==> config.mk <==
export PLATFORM = sky130hd
export DESIGN_NAME = sync_down_counter_jk
export DESIGN_NICKNAME = d
export VERILOG_FILES = /design/src/rtl/counter_pkg.sv /design/src/rtl/jk_ff_sync.sv /design/src/rtl/sync_down_counter_jk.sv
export SDC_FILE = /design/constraint.sdc
export NUM_CORES = 1
export LEC_CHECK = 0
export CORE_AREA = 2 2 44 46
export CTS_CLUSTER_DIAMETER = 80
export DETAILED_ROUTE_END_ITERATION = 12
export DIE_AREA = 0 0 46 48
export PLACE_DENSITY_LB_ADDON = 0.12
export SETUP_SLACK_MARGIN = 0.05
export SLEW_MARGIN = 20
export SYNTH_ARGS = -nofsm -noshare
export SYNTH_HDL_FRONTEND = slang
export SYNTH_SLANG_ARGS = --single-unit
export TNS_END_PERCENT = 50
==> constraint.sdc <==
create_clock -name clk -period 4.6 [get_ports clk]
set_input_delay 1.38 -clock clk [delete_from_list [all_inputs] [get_ports clk]]
set_output_delay 1.38 -clock clk [all_outputs]
set_load 0.02 [all_outputs]
==> src/rtl/counter_pkg.sv <==
// Shared types and constants for the JK-based down counter.
// Provides the FSM state enum and the default counter width.
package counter_pkg;

  localparam int WIDTH_DEF = 4;

  typedef enum logic [1:0] {
    IDLE = 2'd0,
    RUN  = 2'd1,
    DONE = 2'd2
  } state_e;

endpackage

==> src/rtl/jk_ff_sync.sv <==
// Single JK flip-flop with synchronous active-low reset.
// Ports: clk, rst (active-low, sync), j, k -> q (hold/reset/set/toggle).
module jk_ff_sync (
  input  logic clk,
  input  logic rst,
  input  logic j,
  input  logic k,
  output logic q
);

  logic q_q;

  always_ff @(posedge clk) begin
    if (!rst) begin
      q_q <= 1'b0;
    end else begin
      unique case ({j, k})
        2'b00: q_q <= q_q;
        2'b01: q_q <= 1'b0;
        2'b10: q_q <= 1'b1;
        2'b11: q_q <= ~q_q;
      endcase
    end
  end

  assign q = q_q;

endmodule

==> src/rtl/sync_down_counter_jk.sv <==
// Down counter built from JK flip-flops with load, auto-reload and one-shot.
// Ports: clk, rst (sync, active-low), en, load, load_val, reload_val,
// oneshot -> q (count), zero (q==0), borrow (underflow pulse), busy (RUN).
module sync_down_counter_jk
  import counter_pkg::*;
#(
  parameter int WIDTH = WIDTH_DEF
) (
  input  logic             clk,
  input  logic             rst,
  input  logic             en,
  input  logic             load,
  input  logic [WIDTH-1:0] load_val,
  input  logic [WIDTH-1:0] reload_val,
  input  logic             oneshot,
  output logic [WIDTH-1:0] q,
  output logic             zero,
  output logic             borrow,
  output logic             busy
);

  state_e           state_q;
  logic             borrow_q;
  logic             busy_q;
  logic [WIDTH-1:0] cnt_q;
  logic [WIDTH-1:0] j_d;
  logic [WIDTH-1:0] k_d;
  logic [WIDTH-1:0] tog;
  logic             q_zero;
  logic             run_en;
  logic             dec;
  logic             uflow;
  logic             rel;

  assign q_zero = (cnt_q == '0);
  assign run_en = (state_q == RUN) && en && !load;
  assign dec    = run_en && !q_zero;
  assign uflow  = run_en && q_zero;
  assign rel    = uflow && !oneshot;

  // Bit i of a decrement flips when every lower bit is zero.
  always_comb begin
    tog = '0;
    for (int i = 0; i < WIDTH; i++) begin
      tog[i] = ((cnt_q & ((WIDTH'(1) << i) - WIDTH'(1))) == '0);
    end
  end

  always_comb begin
    j_d = '0;
    k_d = '0;
    unique case (1'b1)
      load: begin
        j_d = load_val;
        k_d = ~load_val;
      end
      dec: begin
        j_d = tog;
        k_d = tog;
      end
      rel: begin
        j_d = reload_val;
        k_d = ~reload_val;
      end
      default: begin
        j_d = '0;
        k_d = '0;
      end
    endcase
  end

  for (genvar i = 0; i < WIDTH; i++) begin : g_bit
    jk_ff_sync u_ff (
      .clk (clk),
      .rst (rst),
      .j   (j_d[i]),
      .k   (k_d[i]),
      .q   (cnt_q[i])
    );
  end

  always_ff @(posedge clk) begin
    if (!rst) begin
      state_q  <= IDLE;
      borrow_q <= 1'b0;
      busy_q   <= 1'b0;
    end else begin
      borrow_q <= 1'b0;
      if (load) begin
        state_q <= RUN;
        busy_q  <= 1'b1;
      end else if (uflow) begin
        borrow_q <= 1'b1;
        if (oneshot) begin
          state_q <= DONE;
          busy_q  <= 1'b0;
        end
      end
    end
  end

  assign q      = cnt_q;
  assign zero   = q_zero;
  assign borrow = borrow_q;
  assign busy   = busy_q;

endmodule

==> results by group <==
Power
  • Pwr dens: around 270 nW/um2
  • Leak: around 0.00024 uW
  • Max VDD drop: roughly 0.00012 V

Run status
  • Status: complete, no violations

STA
  • Worst slew pin tran: 417 ps
  • Fin crit share: a little under 70%
  • Max Freq: roughly 320 MHz
  • Layout Skew: around 5.6 ps
  • RSZ-0062 raised after global routing: no
  • Final Hold Viols: 0
  • Setup_tns: 0 ps
  • Fin Hold WS: 514 ps
  • Slew headroom: between 70% and 80%
  • Final setup viols: 0
  • Slew Limit Fails: 0
  • Minimum clock period: 3150 ps

Clock tree
  • Post-CTS Resized: 0
  • H-tree depth: 1
  • CTS Buf Count: 3
  • Post-CTS setup buffer count: 0
  • CTS clk-pin slew, worst paths: roughly 50 ps
  • Root Driver: clkbuf_4
  • Clock Latency Late Sink: around 250 ps
  • Sink Count: 7
  • CTS tree: done
  • Hold Buf Count CTS: 0
  • Clk buf depth: 2

Drt
  • WL final: ~1100 um
  • Vias/cell: approximately 5.0
  • DRC Markers: 0
  • Vias: between 400 and 500
  • Post-DRT Antenna Nets: 0
  • Drt pass-1 iters: 2
  • Routed len/inst: 12.0 um
  • Initial DRC Count: 3

Global route
  • Initial antenna violation count: 0
  • Global-route wire length before repair: roughly 1700 um
  • Remaining global-route overflow: 0
  • Vias in the first global route: ~380
  • Largest net degree at the start of global routing: 11
  • Met3 usage in global routing: under 10%
  • Met1 usage: 14.3%
  • Total track usage: 11.1%
  • Met2 GRT Util: 15.3%
  • Grt peak-use layer: met2

Finish
  • Util after Layout: 37.8%
  • ANT cells: 0
  • Layout cells sized above 1: 11.3%
  • Fin area: around 640 um2
  • Synth-to-layout area growth: 40.9%
  • # nets final: 85

Logic synthesis
  • Post-synthesis xor/xnor area fraction: 0%
  • Post-synth EDFFs: 0
  • Post-synthesis area per instance: roughly 8.4 um2
  • FFs w/ async S/R, synth: 0%
  • Netlist Area Pre-Place: between 400 and 500 um2
  • Syn nets: 67
  • Yosys reg bits: 7
  • Yosys cell types: 23
  • Dominant synthesized flop cell: dfxtp_1
  • Yosys warning count: 0
  • Synthesized-area fraction occupied by adder cells: 0%
  • Main combinational cell family by area after synthesis: compound AO/OA/AOI/OAI gates
  • Post-synthesis mux area share: 0%
  • Seq/Total Area, Yosys: a little under a third
  • Synthesized instance count: 54
  • Compound-Gate Fraction of Synth Area: a little under a third
  • Simple-gate share of the synthesized area: between 20% and 30%

Floorplanning
  • Die width: roughly 46 um
  • Initial Util: ~27%
  • Die H: 48 um
  • Num rows: 15
  • Core Area: 1690 um2
  • Number of top-level pins: 20
  • Die area: 2210 um2

Placement
  • Placed Instance Area: around 600 um2
  • RD Place Congestion: roughly 0.84
  • Post-DP HPWL: 852 um
  • Port Buffers: 19

Worst setup path
  • Startpoint Class: flip-flop
  • Crit path largest cell delay: about 700 ps
  • Critical path type: flip-flop to output pin
  • Crit path max-delay family: buffers and inverters
  • WP data arrival: about 1800 ps
  • WP buf/inv: 1
  • CP required: 3220 ps
  • Reg2reg start: g_bit[1].u_ff.q
  • Maximum fanout along the worst path: 6
  • Slowest stage cell, crit path: clkdlybuf4s50_1
  • R2R depth: 4
  • R2R Setup Slk: about 3200 ps
  • Crit-path cells: nor4_4, clkdlybuf4s50_1
  • Crit path capture type: output pin
  • Reg2reg end: g_bit[0].u_ff.q

Hold path
  • Worst hold-check path type: flip-flop to flip-flop
  • Hold_sp: busy
  • Hold path endpoint: busy
  • Hold depth: 2

Flow run
  • Number of max-cap violations: 0
==> report_power, final <==
group / switching (uW) / internal [uW] / total, uW
Combinational: 23.1 / 25.6 / 48.7
Sequential: 4.98 / 63.9 / 68.9
Clock: 21.9 / 33.1 / 55.0
Total: 50.0 / 123 / 173
==> per-stage QoR <==
stage,power [uW],cells,worst slack (ps)
floorplan,98.5,54,2190
global placement,120,84,1540
detailed placement,119,84,1490
CTS,175,88,1430
global route,184,88,1360
finish,173,88,1450
==> cell usage after synthesis (2+ instances only) <==
| cell type | count | area [um2] |
|---|---|---|
| nor2_1 | 5 | 18.8 |
| a21oi_1 | 3 | 15.0 |
| o21ai_0 | 4 | 20.0 |
| inv_1 | 5 | 18.8 |
| nor3_1 | 2 | 10.0 |
| o211ai_1 | 3 | 22.5 |
| nand3_1 | 2 | 10.0 |
| dfxtp_1 | 7 | 140 |
| buf_4 | 4 | 30.0 |
| nand2_1 | 4 | 15.0 |
| buf_6 | 2 | 22.5 |
| o22ai_1 | 2 | 12.5 |
==> worst min-delay path: stages (launching register included) <==
cell     delay (ps)
dfxtp_1         340
a21oi_1          70
nor2_1           70
==> layer usage <==
metal | vias up | part of all wire (%)
li1 | 230 | -
met1 | 193 | 45
met4 | 0 | 1.8
met5 | - | 0
met3 | 2 | 7.5
met2 | 14 | 46
==> cells in the final DEF (no fill, tap or decap), types with 3 or more instances in the layout <==
cell type        netlist  routed
clkbuf_4               0       3
o211ai_1               3       3
dfxtp_1                7       7
o21ai_0                4       4
nand2_1                4       4
clkdlybuf4s50_1        0      19
a21oi_1                3       3
inv_1                  5       5
nor2_1                 5       5
==> how the worst max path moves through the flow <==
stage / from / endpoint / slack (ps) / cells after the start
2_1_floorplan: load / g_bit[1].u_ff.q / 2190 / 6
3_3_place_gp: load / g_bit[1].u_ff.q / 1540 / 5
3_5_place_dp: load / g_bit[1].u_ff.q / 1490 / 5
4_1_cts: g_bit[1].u_ff.q / zero / 1430 / 2
5_1_grt: g_bit[1].u_ff.q / zero / 1360 / 2
6_report: g_bit[1].u_ff.q / zero / 1450 / 2
==> cells by family (layout without fill, tap and decap cells) <==
| family | Yosys count | count (layout) |
|---|---|---|
| buffers and inverters | 11 | 28 |
| and+or+nand+nor | 17 | 17 |
| DFF | 7 | 7 |
| AOI/OAI and AO/OA | 19 | 19 |
==> sequential cells by signal, indices dropped and copies added, names as in the netlist <==
name,flops
state_q,1
g_bit.u_ff.q,4
busy,1
borrow,1
==> final cells by class <==
| cell class | count | area (um2) |
|---|---|---|
| tap | 17 | 21.3 |
| inverter | 5 | 18.8 |
| clock buffer | 4 | 26.3 |
| fill | 182 | 1050 |
| timing repair buffer | 19 | 190 |
| sequential | 7 | 140 |
| multi-input combinational | 36 | 241 |
(Power assumes the default switching activity.)
